--- src/rtl/rot_ctrl_pkg.sv ---
// Shared definitions for the rotation control path: clock rate, default operand
// widths and the sweep sequencer state encoding.
package rot_ctrl_pkg;

    // System clock shared with the PWM stage.
    localparam int unsigned ROT_CLK_HZ  = 100_000_000;

    // Default operand widths.
    localparam int unsigned ROT_MS_W    = 16;
    localparam int unsigned ROT_STEP_W  = 8;

    // Sweep sequencer states; encodings are fixed so other blocks can decode them.
    typedef enum logic [1:0] {
        StIdle  = 2'd0,
        StTurn  = 2'd1,
        StPause = 2'd2,
        StDone  = 2'd3
    } sweep_state_e;

    // Clocks per millisecond tick for a given clock frequency.
    function automatic int unsigned ms_div(input int unsigned clk_hz);
        return clk_hz / 1000;
    endfunction

endpackage

--- src/rtl/ms_tick_gen.sv ---
// Clearable millisecond prescaler. Counts 0..CLK_HZ/1000-1 and asserts tick
// during the last count, so the first tick after a clear arrives exactly
// CLK_HZ/1000 clocks later.
module ms_tick_gen
    import rot_ctrl_pkg::*;
#(
    parameter int unsigned CLK_HZ = ROT_CLK_HZ
) (
    input  logic clk,
    input  logic rst,   // asynchronous, active-low
    input  logic clr,
    output logic tick
);

    localparam int unsigned DIV   = ms_div(CLK_HZ);
    localparam int unsigned CNT_W = (DIV > 1) ? $clog2(DIV) : 1;
    localparam logic [CNT_W-1:0] LAST = CNT_W'(DIV - 1);

    logic [CNT_W-1:0] cnt_q;
    logic [CNT_W-1:0] cnt_d;

    // Tick on the final count of each period.
    assign tick = (cnt_q == LAST);

    // Next count: clear wins, wrap on tick, otherwise increment.
    always_comb begin
        cnt_d = cnt_q;
        if (clr || tick) begin
            cnt_d = '0;
        end else begin
            cnt_d = cnt_q + CNT_W'(1);
        end
    end

    // Prescaler register.
    always_ff @(posedge clk or negedge rst) begin
        if (!rst) begin
            cnt_q <= '0;
        end else begin
            cnt_q <= cnt_d;
        end
    end

endmodule

--- src/rtl/horizontal_sweep_ctrl.sv ---
// Timed sweep sequencer feeding the horizontal rotation PWM stage. A start
// runs STEPS phases of (turn high ON_MS, turn low OFF_MS) and then pulses done.
// Operands are latched at start; abort drops back to idle without done.
module horizontal_sweep_ctrl
    import rot_ctrl_pkg::*;
#(
    parameter int unsigned CLK_HZ = ROT_CLK_HZ,
    parameter int unsigned MS_W   = ROT_MS_W,
    parameter int unsigned STEP_W = ROT_STEP_W
) (
    input  logic              clk,
    input  logic              rst,      // asynchronous, active-low
    input  logic              start,
    input  logic              abort,
    input  logic [STEP_W-1:0] steps,
    input  logic [MS_W-1:0]   on_ms,
    input  logic [MS_W-1:0]   off_ms,
    output logic              turn,
    output logic              busy,
    output logic              done,
    output logic [STEP_W-1:0] step_cnt
);

    sweep_state_e state_q, state_d;

    logic [STEP_W-1:0] steps_l_q;
    logic [MS_W-1:0]   on_ms_l_q;
    logic [MS_W-1:0]   off_ms_l_q;
    logic [MS_W-1:0]   ms_q;
    logic [MS_W-1:0]   ms_inc;
    logic [STEP_W-1:0] step_q;
    logic [STEP_W-1:0] step_inc;

    logic turn_q, turn_d;
    logic busy_q, busy_d;
    logic done_q, done_d;

    logic tick;
    logic enter;      // a transition is taken this cycle (including TURN->TURN)
    logic accept;     // start accepted: latch operands
    logic phase_end;  // a turn phase completes: count it
    logic presc_clr;

    assign ms_inc   = ms_q + MS_W'(1);
    assign step_inc = step_q + STEP_W'(1);

    // Hold the prescaler cleared while idle and restart it on every state entry.
    assign presc_clr = enter || (state_q == StIdle);

    ms_tick_gen #(
        .CLK_HZ (CLK_HZ)
    ) u_ms_tick_gen (
        .clk  (clk),
        .rst  (rst),
        .clr  (presc_clr),
        .tick (tick)
    );

    // State register.
    always_ff @(posedge clk or negedge rst) begin
        if (!rst) begin
            state_q <= StIdle;
        end else begin
            state_q <= state_d;
        end
    end

    // Next-state logic; abort overrides every other decision.
    always_comb begin
        state_d   = state_q;
        enter     = 1'b0;
        accept    = 1'b0;
        phase_end = 1'b0;
        unique case (state_q)
            StIdle: begin
                if (start && (steps != '0) && (on_ms != '0)) begin
                    state_d = StTurn;
                    enter   = 1'b1;
                    accept  = 1'b1;
                end
            end
            StTurn: begin
                // The tick that brings the ms count to on_ms ends the phase.
                if (tick && (ms_inc == on_ms_l_q)) begin
                    phase_end = 1'b1;
                    enter     = 1'b1;
                    if (step_inc == steps_l_q) begin
                        state_d = StDone;
                    end else if (off_ms_l_q == '0) begin
                        state_d = StTurn;
                    end else begin
                        state_d = StPause;
                    end
                end
            end
            StPause: begin
                if (tick && (ms_inc == off_ms_l_q)) begin
                    state_d = StTurn;
                    enter   = 1'b1;
                end
            end
            StDone: begin
                state_d = StIdle;
                enter   = 1'b1;
            end
            default: begin
                state_d = StIdle;
                enter   = 1'b1;
            end
        endcase
        if (abort) begin
            state_d   = StIdle;
            enter     = 1'b1;
            accept    = 1'b0;
            phase_end = 1'b0;
        end
    end

    // Output decode from the next state so the registered outputs track the state register.
    always_comb begin
        turn_d = (state_d == StTurn);
        busy_d = (state_d != StIdle);
        done_d = (state_d == StDone);
    end

    // Registered outputs.
    always_ff @(posedge clk or negedge rst) begin
        if (!rst) begin
            turn_q <= 1'b0;
            busy_q <= 1'b0;
            done_q <= 1'b0;
        end else begin
            turn_q <= turn_d;
            busy_q <= busy_d;
            done_q <= done_d;
        end
    end

    // Operand latches, loaded only when a run is accepted.
    always_ff @(posedge clk or negedge rst) begin
        if (!rst) begin
            steps_l_q  <= '0;
            on_ms_l_q  <= '0;
            off_ms_l_q <= '0;
        end else if (accept) begin
            steps_l_q  <= steps;
            on_ms_l_q  <= on_ms;
            off_ms_l_q <= off_ms;
        end
    end

    // Millisecond counter: restarts on every state entry, advances on ticks while timing.
    always_ff @(posedge clk or negedge rst) begin
        if (!rst) begin
            ms_q <= '0;
        end else if (enter) begin
            ms_q <= '0;
        end else if (tick && ((state_q == StTurn) || (state_q == StPause))) begin
            ms_q <= ms_inc;
        end
    end

    // Completed-step counter: zeroed at start, holds its value across abort and idle.
    always_ff @(posedge clk or negedge rst) begin
        if (!rst) begin
            step_q <= '0;
        end else if (accept) begin
            step_q <= '0;
        end else if (phase_end) begin
            step_q <= step_inc;
        end
    end

    assign turn     = turn_q;
    assign busy     = busy_q;
    assign done     = done_q;
    assign step_cnt = step_q;

endmodule
--- config.mk ---
export PLATFORM = sky130hd
export DESIGN_NAME = horizontal_sweep_ctrl
export DESIGN_NICKNAME = d
export VERILOG_FILES = /design/src/rtl/rot_ctrl_pkg.sv /design/src/rtl/ms_tick_gen.sv /design/src/rtl/horizontal_sweep_ctrl.sv
export SDC_FILE = /design/constraint.sdc
export NUM_CORES = 1
export LEC_CHECK = 0
export ABC_AREA = 0
export BUFFER_PORTS_ARGS = -buffer_cell sky130_fd_sc_hd__buf_2
export CAP_MARGIN = 25
export CORE_UTILIZATION = 50
export CTS_CLUSTER_SIZE = 28
export DETAILED_ROUTE_END_ITERATION = 10
export PLACE_DENSITY = 0.69
export REMOVE_ABC_BUFFERS = 1
export SLEW_MARGIN = 20
export SYNTH_ARGS = -nofsm -noshare
export SYNTH_HDL_FRONTEND = slang
export SYNTH_SLANG_ARGS = --single-unit
--- constraint.sdc ---
create_clock -name clk -period 8.4 [get_ports clk]
set_input_delay 0.42 -clock clk [delete_from_list [all_inputs] [get_ports clk]]
set_output_delay 0.42 -clock clk [all_outputs]
set_load 0.05 [all_outputs]
==> metrics.txt, run 1 <==
status finished clean; PD cells 166 nW/um2; Pint just over 0.7 mW; vias in the first global route between 4000 and 5000; clock-pin slew on the worst setup and hold paths roughly 0.09 ns; Place WS 4.97 ns; Synth Register Bits 86; WHS Path Cells 2; DRC viols 0; Sink Count 86; CP top delay family simple AND/OR/NAND/NOR gates; Setup Buffers After CTS 0; layout cell share with drive strength beyond 1 0.231; post_cts resized 0; pin count of the biggest net entering global routing between 50 and 60; Crit path depth 8; Final ANT Viol Nets 0; CP max stage delay 0.74 ns; clk buf depth 2; Area Growth Syn to Fin 9.78%; sequential area share after synthesis 0.396; clock power share 0.303; commonest non-fill, non-tap cell in the layout dfrtp_1; combinational group share of total power 0.184; count of final setup violators 0; dpl cell area 5740 um2; register share of total power 0.512; IO Count 55; crit end category flop; Rows 37; Global Route Usage Sum 0.243; Clock Latency Late Sink about 0.37 ns; critical path arrival 3.72 ns; fillers 921; Post-synth EDFFs 0; Leak 2.49 nW; Sw Ratio 0.286; H-Tree Depth 3; Synth Instances 550; Setup Skew ~0.012 ns; Rel. slew slack 0.517; routed length per instance 17.5 um; DR vias/cell 5.82; Via Count 4234; Synth Flop Type dfrtp_1; Cell variety after synth 73; Slowest-stage cell, CP nor4_2; Critical path buffers and inverters 0; # diodes 0; Crit Path Max Fanout 16; initial antenna violation count 0; yosys warns 0; RSZ-0062 raised after global routing false; Die Height approximately 110 um; mean post-synth cell area 9.89 um2; total power draw 0.990 mW; crit path cell chain nand3_2, nor4_2, a21oi_1, a2111oi_0, and4bb_2, nand4_1, a31oi_4, nor2_1; Mapped Area approximately 5400 um2; MaxCap Viol Count 0; Reg2Reg Depth 8; Routed WL approximately 13 mm; post-route minimum period ~3.5 ns; die width 106 um; crit start category flop; Die ar. 11300 um2; final worst slack 4.91 ns; most frequent cells in the layout 86 x dfrtp_1, 53 x buf_2, 51 x xnor2_1; Final Hold Viols 0; clock root buffer clkbuf_8; Post-synth ARST share 1.00; CTS tree yes; Net Sw Power 0.283 mW; CTS Buf Count 9; core area 10400 um2; fin area 5970 um2; Worst Tran Pin Value 0.718 ns; Max rail drop VDD around 0.12 mV; worst path required time 8.63 ns; global route overflow 0; Final Util 0.573; nets@finish 638; hold buffers post-CTS 1; Hold Path Class in2reg; critical path type reg2reg; Final Cycle Share 0.415; HPWL after DPL roughly 9.4 mm; setup TNS 0 ns; Slew Viols, Final 0; GPL Wtd Cong 0.933; Max Fclk 287 MHz; DRT Pass-1 Iters 4; IO buf count 54; global-route wire length before repair approximately 21 mm; Starting DRT DRC Count 268; Initial Utilization 0.522
==> cells by family (layout without fill, tap and decap cells) <==
kind of cell,count (synthesis),after routing,share of synthesized area
compound gates,61,61,0.0909
xor+xnor,76,76,0.127
fa+ha+maj,7,7,0.0161
buf+inv,50,92,0.0428
flops,86,86,0.396
mux,45,45,0.0923
simple gates,225,225,0.235
==> Yosys cell counts (4+ instances only) <==
| cell type | instances | share of area |
|---|---|---|
| nor2b_1 | 4 | 0.0046 |
| nor2_1 | 42 | 0.029 |
| mux2i_1 | 4 | 0.0074 |
| or4_1 | 4 | 0.0055 |
| nand2_1 | 47 | 0.032 |
| nand4_1 | 15 | 0.017 |
| and3_1 | 6 | 0.0069 |
| and2_1 | 4 | 0.0046 |
| dfrtp_1 | 86 | 0.40 |
| nor4b_1 | 5 | 0.0081 |
| ha_1 | 7 | 0.016 |
| a2111oi_0 | 4 | 0.0064 |
| xor2_1 | 23 | 0.037 |
| xnor2_1 | 51 | 0.082 |
| inv_1 | 16 | 0.011 |
| buf_2 | 6 | 0.0055 |
| nand2b_1 | 11 | 0.013 |
| nor3_1 | 25 | 0.023 |
| o211ai_1 | 6 | 0.0083 |
| a31oi_1 | 4 | 0.0046 |
| nor4_1 | 10 | 0.012 |
| nand3_1 | 20 | 0.018 |
| mux2_2 | 41 | 0.085 |
| a21oi_1 | 8 | 0.0074 |
| buf_4 | 8 | 0.011 |
| clkbuf_1 | 15 | 0.010 |
| o21ai_0 | 9 | 0.0083 |
==> power by group through the flow <==
stage	sequential, mW	clock (mW)	combinational (mW)
floorplan	0.499	0	0.131
global placement	0.512	0	0.176
detailed placement	0.514	0	0.181
CTS	0.506	0.312	0.182
global route	0.513	0.327	0.201
finish	0.507	0.300	0.183
==> registers in the layout, indices dropped and copies added, names as in the netlist <==
| name | cells |
|---|---|
| busy | 1 |
| done | 1 |
| ms_q | 16 |
| off_ms_l_q | 16 |
| on_ms_l_q | 16 |
| state_q | 2 |
| step_cnt | 8 |
| steps_l_q | 8 |
| turn | 1 |
| u_ms_tick_gen.cnt_q | 17 |
==> worst paths after layout <==
kind / start / endpoint / slack (ns)
hold / removal: off_ms[9] / off_ms_l_q[9] / 0.28
setup / recovery: ms_q[2] / ms_q[5] / 4.91
setup reg to reg: ms_q[2] / ms_q[5] / 4.91
min in group asynchronous: rst / off_ms_l_q[6] / 0.51
hold reg to reg: u_ms_tick_gen.cnt_q[0] / u_ms_tick_gen.cnt_q[0] / 0.52
max in group asynchronous: rst / ms_q[4] / 6.82
==> per-layer routing <==
layer	GRT usage	wire [um]	up-vias	share of wire
met2	0.368	5810	134	0.46
met5	0	0	-	0
li1	-	-	2047	-
met4	0.118	408	0	0.032
met3	0.0515	810	34	0.063
met1	0.329	5730	2019	0.45
==> worst reg2reg max path: cells and delay by family, from the launching register on <==
| family | cells | cell delay (ns) |
|---|---|---|
| DFF | 1 | 0.56 |
| and+or+nand+nor | 5 | 1.77 |
| AOI/OAI and AO/OA | 3 | 1.03 |
==> metrics by stage <==
| stage | hold WS (ns) | std cells |
|---|---|---|
| after floorplan | 0.124 | 517 |
| after global placement | 0.378 | 709 |
| after detailed placement | 0.382 | 710 |
| after CTS | 0.259 | 727 |
| after global routing | 0.266 | 728 |
| final | 0.275 | 728 |
==> final cells by class <==
type	count	area, um2	area share
Multi-Input combinational cell	414	3050	0.511
Clock buffer	13	159	0.0266
Tap cell	136	170	0.0285
Sequential cell	86	2150	0.361
Timing Repair Buffer	59	329	0.0551
Clock inverter	3	42.5	0.00713
Inverter	17	63.8	0.0107
Note: power is estimated with default switching activity, not from simulation.
==> run 2, diff against run 1 <==
Clock period 8.4 ns to 3.5 ns, I/O delays scaled along.
==> run 2 against run 1 <==
Compared with the run above:
- clock power grew to 2.8 times the previous value
- total power rose to 2.5 times the previous value
- clock skew down 0.00072 ns
- sequential share of layout area decreased by 0.83 points
- via count up 1.1%
- sequential power grew 140%
- count of clock-buffer cells in the layout is 2 lower
- die area did not move
- critical path type unchanged
- largest power group unchanged
==> metrics.txt, run 2 (synthesized netlist as in run 1, its figures left out) <==
Setup crit end u_ms_tick_gen.cnt_q[7]; Largest register FFs 17 (unchanged); Slowest-stage cell, CP dfrtp_1; Leak 2.58 nW (+3.8%); commonest non-fill, non-tap cell in the layout dfrtp_1; Worst Tran Pin Value 0.638 ns (-0.0799 ns); routed length per instance 17.2 um (-1.7%); status finished clean; Setup Skew 0.0111 ns (-0.000716 ns); Area Growth Syn to Fin 12.4%; clock-pin slew on the worst setup and hold paths 0.09 ns (about the same); Rel. slew slack 0.571 (+0.0533); dpl cell area 5830 um2 (+1.7%); worst path required time 3.72 ns (-4.91 ns); IO Count 55 (unchanged); global route overflow 0 (unchanged); PD cells 408 nW/um2 (+150%); vias in the first global route 4196 (-0.33%); DR vias/cell 5.82 (about the same); CTS Buf Count 9 (unchanged); Final ANT Viol Nets 0 (unchanged); Global Route Usage Sum 0.242 (-0.00120); Clock Latency Late Sink 0.37 ns (about the same); Routed WL 12.7 mm (-0.66%); final hold slack 0.0300 ns (-0.245 ns); HPWL after DPL 9.52 mm (+1.1%); nets@finish 647 (+1.4%); Initial Utilization 0.522 (unchanged); Crit Path Max Fanout 17 (+1); count of final setup violators 0 (unchanged); clk buf depth 2 (unchanged); crit path launch ms_q[0]; crit path cell chain ha_1, nand2_1, or3_1, and3_1, nor4_1, and4bb_2, nand4_1, nand3_2, buf_4, nor3_1; DRC viols 0 (unchanged); critical path arrival 3.46 ns (-0.26 ns); Final Cycle Share 0.927 (+0.512); layout cell share with drive strength beyond 1 0.243 (+0.0119); Non-Filler Instances 736 (+1.1%); critical path type reg2reg; Place WS 0.198 ns (-4.77 ns); Via Count 4281 (+1.1%); Largest Register u_ms_tick_gen.cnt_q; final worst slack 0.255 ns (-4.66 ns); Critical R2R Capture u_ms_tick_gen.cnt_q[7]; most frequent cells in the layout 86 x dfrtp_1, 53 x buf_2, 51 x xnor2_1; setup TNS 0 ns (unchanged); CP max stage delay 0.48 ns (-0.26 ns); Max rail drop VDD 0.294 mV (+140%); fillers 916 (-0.54%); Die Height 106 um (unchanged); IO buf count 54 (unchanged); global-route wire length before repair 21.1 mm (+0.23%); Starting DRT DRC Count 227 (-15%); Max Fclk 308 MHz (+7.5%); post-route minimum period 3.25 ns (-0.243 ns); crit end category flop; Slew Viols, Final 0 (unchanged); worst reg-to-reg setup slack 0.25 ns (-4.66 ns); MaxCap Viol Count 0 (unchanged); pin count of the biggest net entering global routing 59 (+1.7%); Die ar. 11300 um2 (unchanged); core area 10400 um2 (unchanged); # diodes 0 (unchanged); die width 106 um (unchanged); Sink Count 86 (unchanged); initial antenna violation count 0 (unchanged); GPL Wtd Cong 0.977 (+4.7%); Inst Count DP 719 (+1.3%); CTS tree yes; Rows 37 (unchanged); clock root buffer clkbuf_8; Final Hold Viols 0 (unchanged); crit start category flop; fin area 6110 um2 (+2.3%); Hold Path Class in2reg; Reg-to-Reg Start ms_q[0]; Reg2Reg Depth 10 (+2); RSZ-0062 raised after global routing false; DRT Pass-1 Iters 4 (unchanged); H-Tree Depth 3 (unchanged)
## run 2: changes by cell type in the layout (fill, tap and decap cells not counted)
cell / change
buf_4: +8
bufinv_16: +2
buf_12: +1
buf_16: +1
buf_6: -1
clkbuf_1: -1
clkbuf_8: -1
clkinvlp_4: -1
nor4_2: -1
nor4_4: +1
## run 2: stage by stage
step	total power [mW]	util
after global routing	2.62	0.587
after global placement	1.66	0.557
final	2.49	0.587
after floorplan	1.51	-
after CTS	2.52	0.584
after detailed placement	1.67	0.560
## run 2: where the power goes
group | internal [mW] | switching, mW
clock | 0.489 | 0.352
combinational | 0.235 | 0.201
sequential | 1.10 | 0.120
## run 2: worst min path at each step
stage / cells after the start / from / slack, ns / endpoint
finish: 2 / off_ms[6] / 0.03 / off_ms_l_q[6]
global route: 2 / off_ms[7] / 0.02 / off_ms_l_q[7]
CTS: 2 / off_ms[6] / 0.02 / off_ms_l_q[6]
detailed placement: 1 / rst / 0.13 / off_ms_l_q[7]
global placement: 2 / off_ms[2] / 0.41 / off_ms_l_q[2]
floorplan: 0 / rst / -0.12 / busy
## run 2: cell type report
cell class	instances	area (um2)	area share
sequential	86	2150	0.352
inverter	17	63.8	0.0104
tap	136	170	0.0279
multi-input combinational	414	3060	0.501
timing repair buffer	68	425	0.0696
clock buffer	11	141	0.0231
clock inverter	4	95.1	0.0156
## run 2: what timing repair did
| item | in CTS | in global routing |
|---|---|---|
| endpoints found under the setup margin | 0 | 33 |
| buffers inserted | 0 | 1 |
| hold buffers | 1 | 0 |
| resized for setup | 0 | 1 |
| endpoints found under the hold margin | 28 | 0 |
## run 2: worst max-delay path: cells and delay by family, from the launching register on
| kind | cells | cell delay [ns] |
|---|---|---|
| and+or+nand+nor | 8 | 2.00 |
| DFF | 1 | 0.48 |
| adders and majority gates | 1 | 0.36 |
| buffers and inverters | 1 | 0.23 |
## run 2: routing by layer
| metal | GRT usage | up-vias | share of wire |
|---|---|---|---|
| li1 | - | 2060 | - |
| met1 | 0.333 | 2104 | 0.47 |
| met2 | 0.378 | 96 | 0.46 |
| met3 | 0.0374 | 21 | 0.047 |
| met4 | 0.104 | 0 | 0.027 |
| met5 | 0 | - | 0 |
==> run 3, diff against run 2 <==
Settings changed: CORE_ASPECT_RATIO from default to 0.7.
==> run 3 against run 2 <==
Compared with the run above:
- count of clock-buffer cells in the layout up 1
- core utilization up 0.22 points
- cell count fell by 0.54%
- worst setup slack improved by 0.11 ns
- die area barely moved
- largest cell class unchanged
- sequential share of layout area down 0.32 points
- clock skew fell by 0.0023 ns
==> metrics.txt, run 3 (synthesized netlist as in run 1, its figures left out) <==
final hold slack 0.0565 ns (+0.0264 ns); pin count of the biggest net entering global routing 54 (-8.5%); dpl cell area 5840 um2 (+0.13%); Place WS 0.376 ns (+0.178 ns); DRC viols 0 (unchanged); Net Sw Power 0.735 mW (+9.2%); Final Hold Viols 0 (unchanged); IO buf count 54 (unchanged); Initial Utilization 0.519 (-0.00281); GPL Wtd Cong 0.959 (-1.9%); nets@finish 646 (-0.15%); Final ANT Viol Nets 0 (unchanged); combinational group share of total power 0.168 (-0.007); Hold Path Class in2reg; HPWL after DPL 9.84 mm (+3.4%); routed length per instance 18.3 um (+6.1%); setup TNS 0 ns (unchanged); MaxCap Viol Count 0 (unchanged); Die Height 89.3 um (-16%); commonest non-fill, non-tap cell in the layout dfrtp_1; routed length on met2 5.61 mm (-3.5%); most frequent cells in the layout 86 x dfrtp_1, 53 x buf_2, 51 x xnor2_1; critical path type reg2reg; # diodes 0 (unchanged); initial antenna violation count 0 (unchanged); DRT Pass-1 Iters 5 (+1); Rows 31 (-16%); Leak 2.59 nW (+0.16%); Starting DRT DRC Count 381 (+68%); Pint 1.93 mW (+5.9%); vias in the first global route 4024 (-4.1%); total power draw 2.66 mW (+6.8%); clock-pin slew on the worst setup and hold paths 0.06 ns (-0.03 ns); RSZ-0062 raised after global routing false; core area 10500 um2 (+0.54%); Largest register FFs 17 (unchanged); critical path arrival 3.33 ns (-0.13 ns); global-route wire length before repair 21.7 mm (+3.1%); Worst Tran Pin Value 0.619 ns (-0.0197 ns); Global Route Usage Sum 0.255 (+0.0131); clock root buffer clkbuf_16; DR vias/cell 5.96 (+2.4%); layout cell share with drive strength beyond 1 0.245 (+0.00167); CTS Buf Count 9 (unchanged); Area Growth Syn to Fin 13.4%; clk buf depth 2 (unchanged); Die ar. 11300 um2 (about the same); Setup Skew 0.00877 ns (-0.00234 ns); DRT met1 WL 6.53 mm (+10%); IO Count 55 (unchanged); crit end category flop; Setup Buffers After CTS 0 (unchanged); Clock Latency Late Sink 0.35 ns (-0.02 ns); crit start category flop; Max rail drop VDD 0.263 mV (-11%); Inst Count DP 715 (-0.56%); Sink Count 86 (unchanged); post-route minimum period 3.13 ns (-0.114 ns); status finished clean; H-Tree Depth 3 (unchanged); clock power share 0.372 (+0.035); Non-Filler Instances 732 (-0.54%); Crit Path Max Fanout 17 (unchanged); Max Fclk 319 MHz (+3.6%); Rel. slew slack 0.587 (+0.0160); PD cells 432 nW/um2 (+5.8%); die width 127 um (+19%); met3 wire len 1.02 mm (+70%); fin area 6170 um2 (+0.92%); Sw Ratio 0.276 (+0.00601); fillers 916 (unchanged); Via Count 4361 (+1.9%); CTS tree yes; global route overflow 0 (unchanged); register share of total power 0.460 (-0.028); Slew Viols, Final 0 (unchanged); final worst slack 0.369 ns (+0.114 ns); Top Layer Used met4; Largest Register u_ms_tick_gen.cnt_q; worst path required time 3.70 ns (-0.02 ns); Routed WL 13.4 mm (+5.6%); Final Util 0.589 (+0.00222); Final Cycle Share 0.895 (-0.0325); count of final setup violators 0 (unchanged)
run 3: area by class of cell:
class,count,area [um2],share of cell area
clock buffers,12,256,0.0416
clock inverters,4,55.1,0.00893
inverters,17,63.8,0.0103
multi-input cells,414,3060,0.496
flip-flops and latches,86,2150,0.349
well taps,132,165,0.0268
repair buffers,67,418,0.0678
run 3: path summary, 6_finish.rpt:
path	from	endpoint	slack, ns	cells past startpoint
max	ms_q[0]	u_ms_tick_gen.cnt_q[14]	0.37	10
min	off_ms[0]	off_ms_l_q[0]	0.06	2
max reg2reg	ms_q[0]	u_ms_tick_gen.cnt_q[14]	0.37	10
min reg2reg	u_ms_tick_gen.cnt_q[0]	u_ms_tick_gen.cnt_q[0]	0.51	1
max in group asynchronous	rst	ms_q[5]	2.57	3
min in group asynchronous	rst	u_ms_tick_gen.cnt_q[11]	0.32	2
run 3: power groups by stage:
stage / Sequential (mW) / Clock [mW] / Combinational, mW
floorplan: 1.20 / 0 / 0.314
global placement: 1.23 / 0 / 0.427
detailed placement: 1.24 / 0 / 0.443
CTS: 1.22 / 1.01 / 0.447
global route: 1.24 / 1.05 / 0.489
finish: 1.23 / 0.990 / 0.447
run 3: metal layers:
metal | vias to the layer above | GRT usage
met5 | - | 0
met3 | 22 | 0.0461
met2 | 161 | 0.369
met1 | 2115 | 0.384
li1 | 2063 | -
met4 | 0 | 0.0811
run 3: critical path, stage by stage, from the launching register on:
cell and delay (ns):
dfrtp_1 0.51, ha_2 0.32, nand2_1 0.21, or3_1 0.38, and3_1 0.17, nor4_1 0.38, and4bb_2 0.33, nand4_1 0.20
nand3_2 0.15, buf_4 0.24, nor3_1 0.09
run 3: what timing repair did:
item                                    CTS  global route
endpoints found under the setup margin    0             1
hold endpoints to repair                 33             0
gates resized for setup                   0             1
hold buffers                              1             0
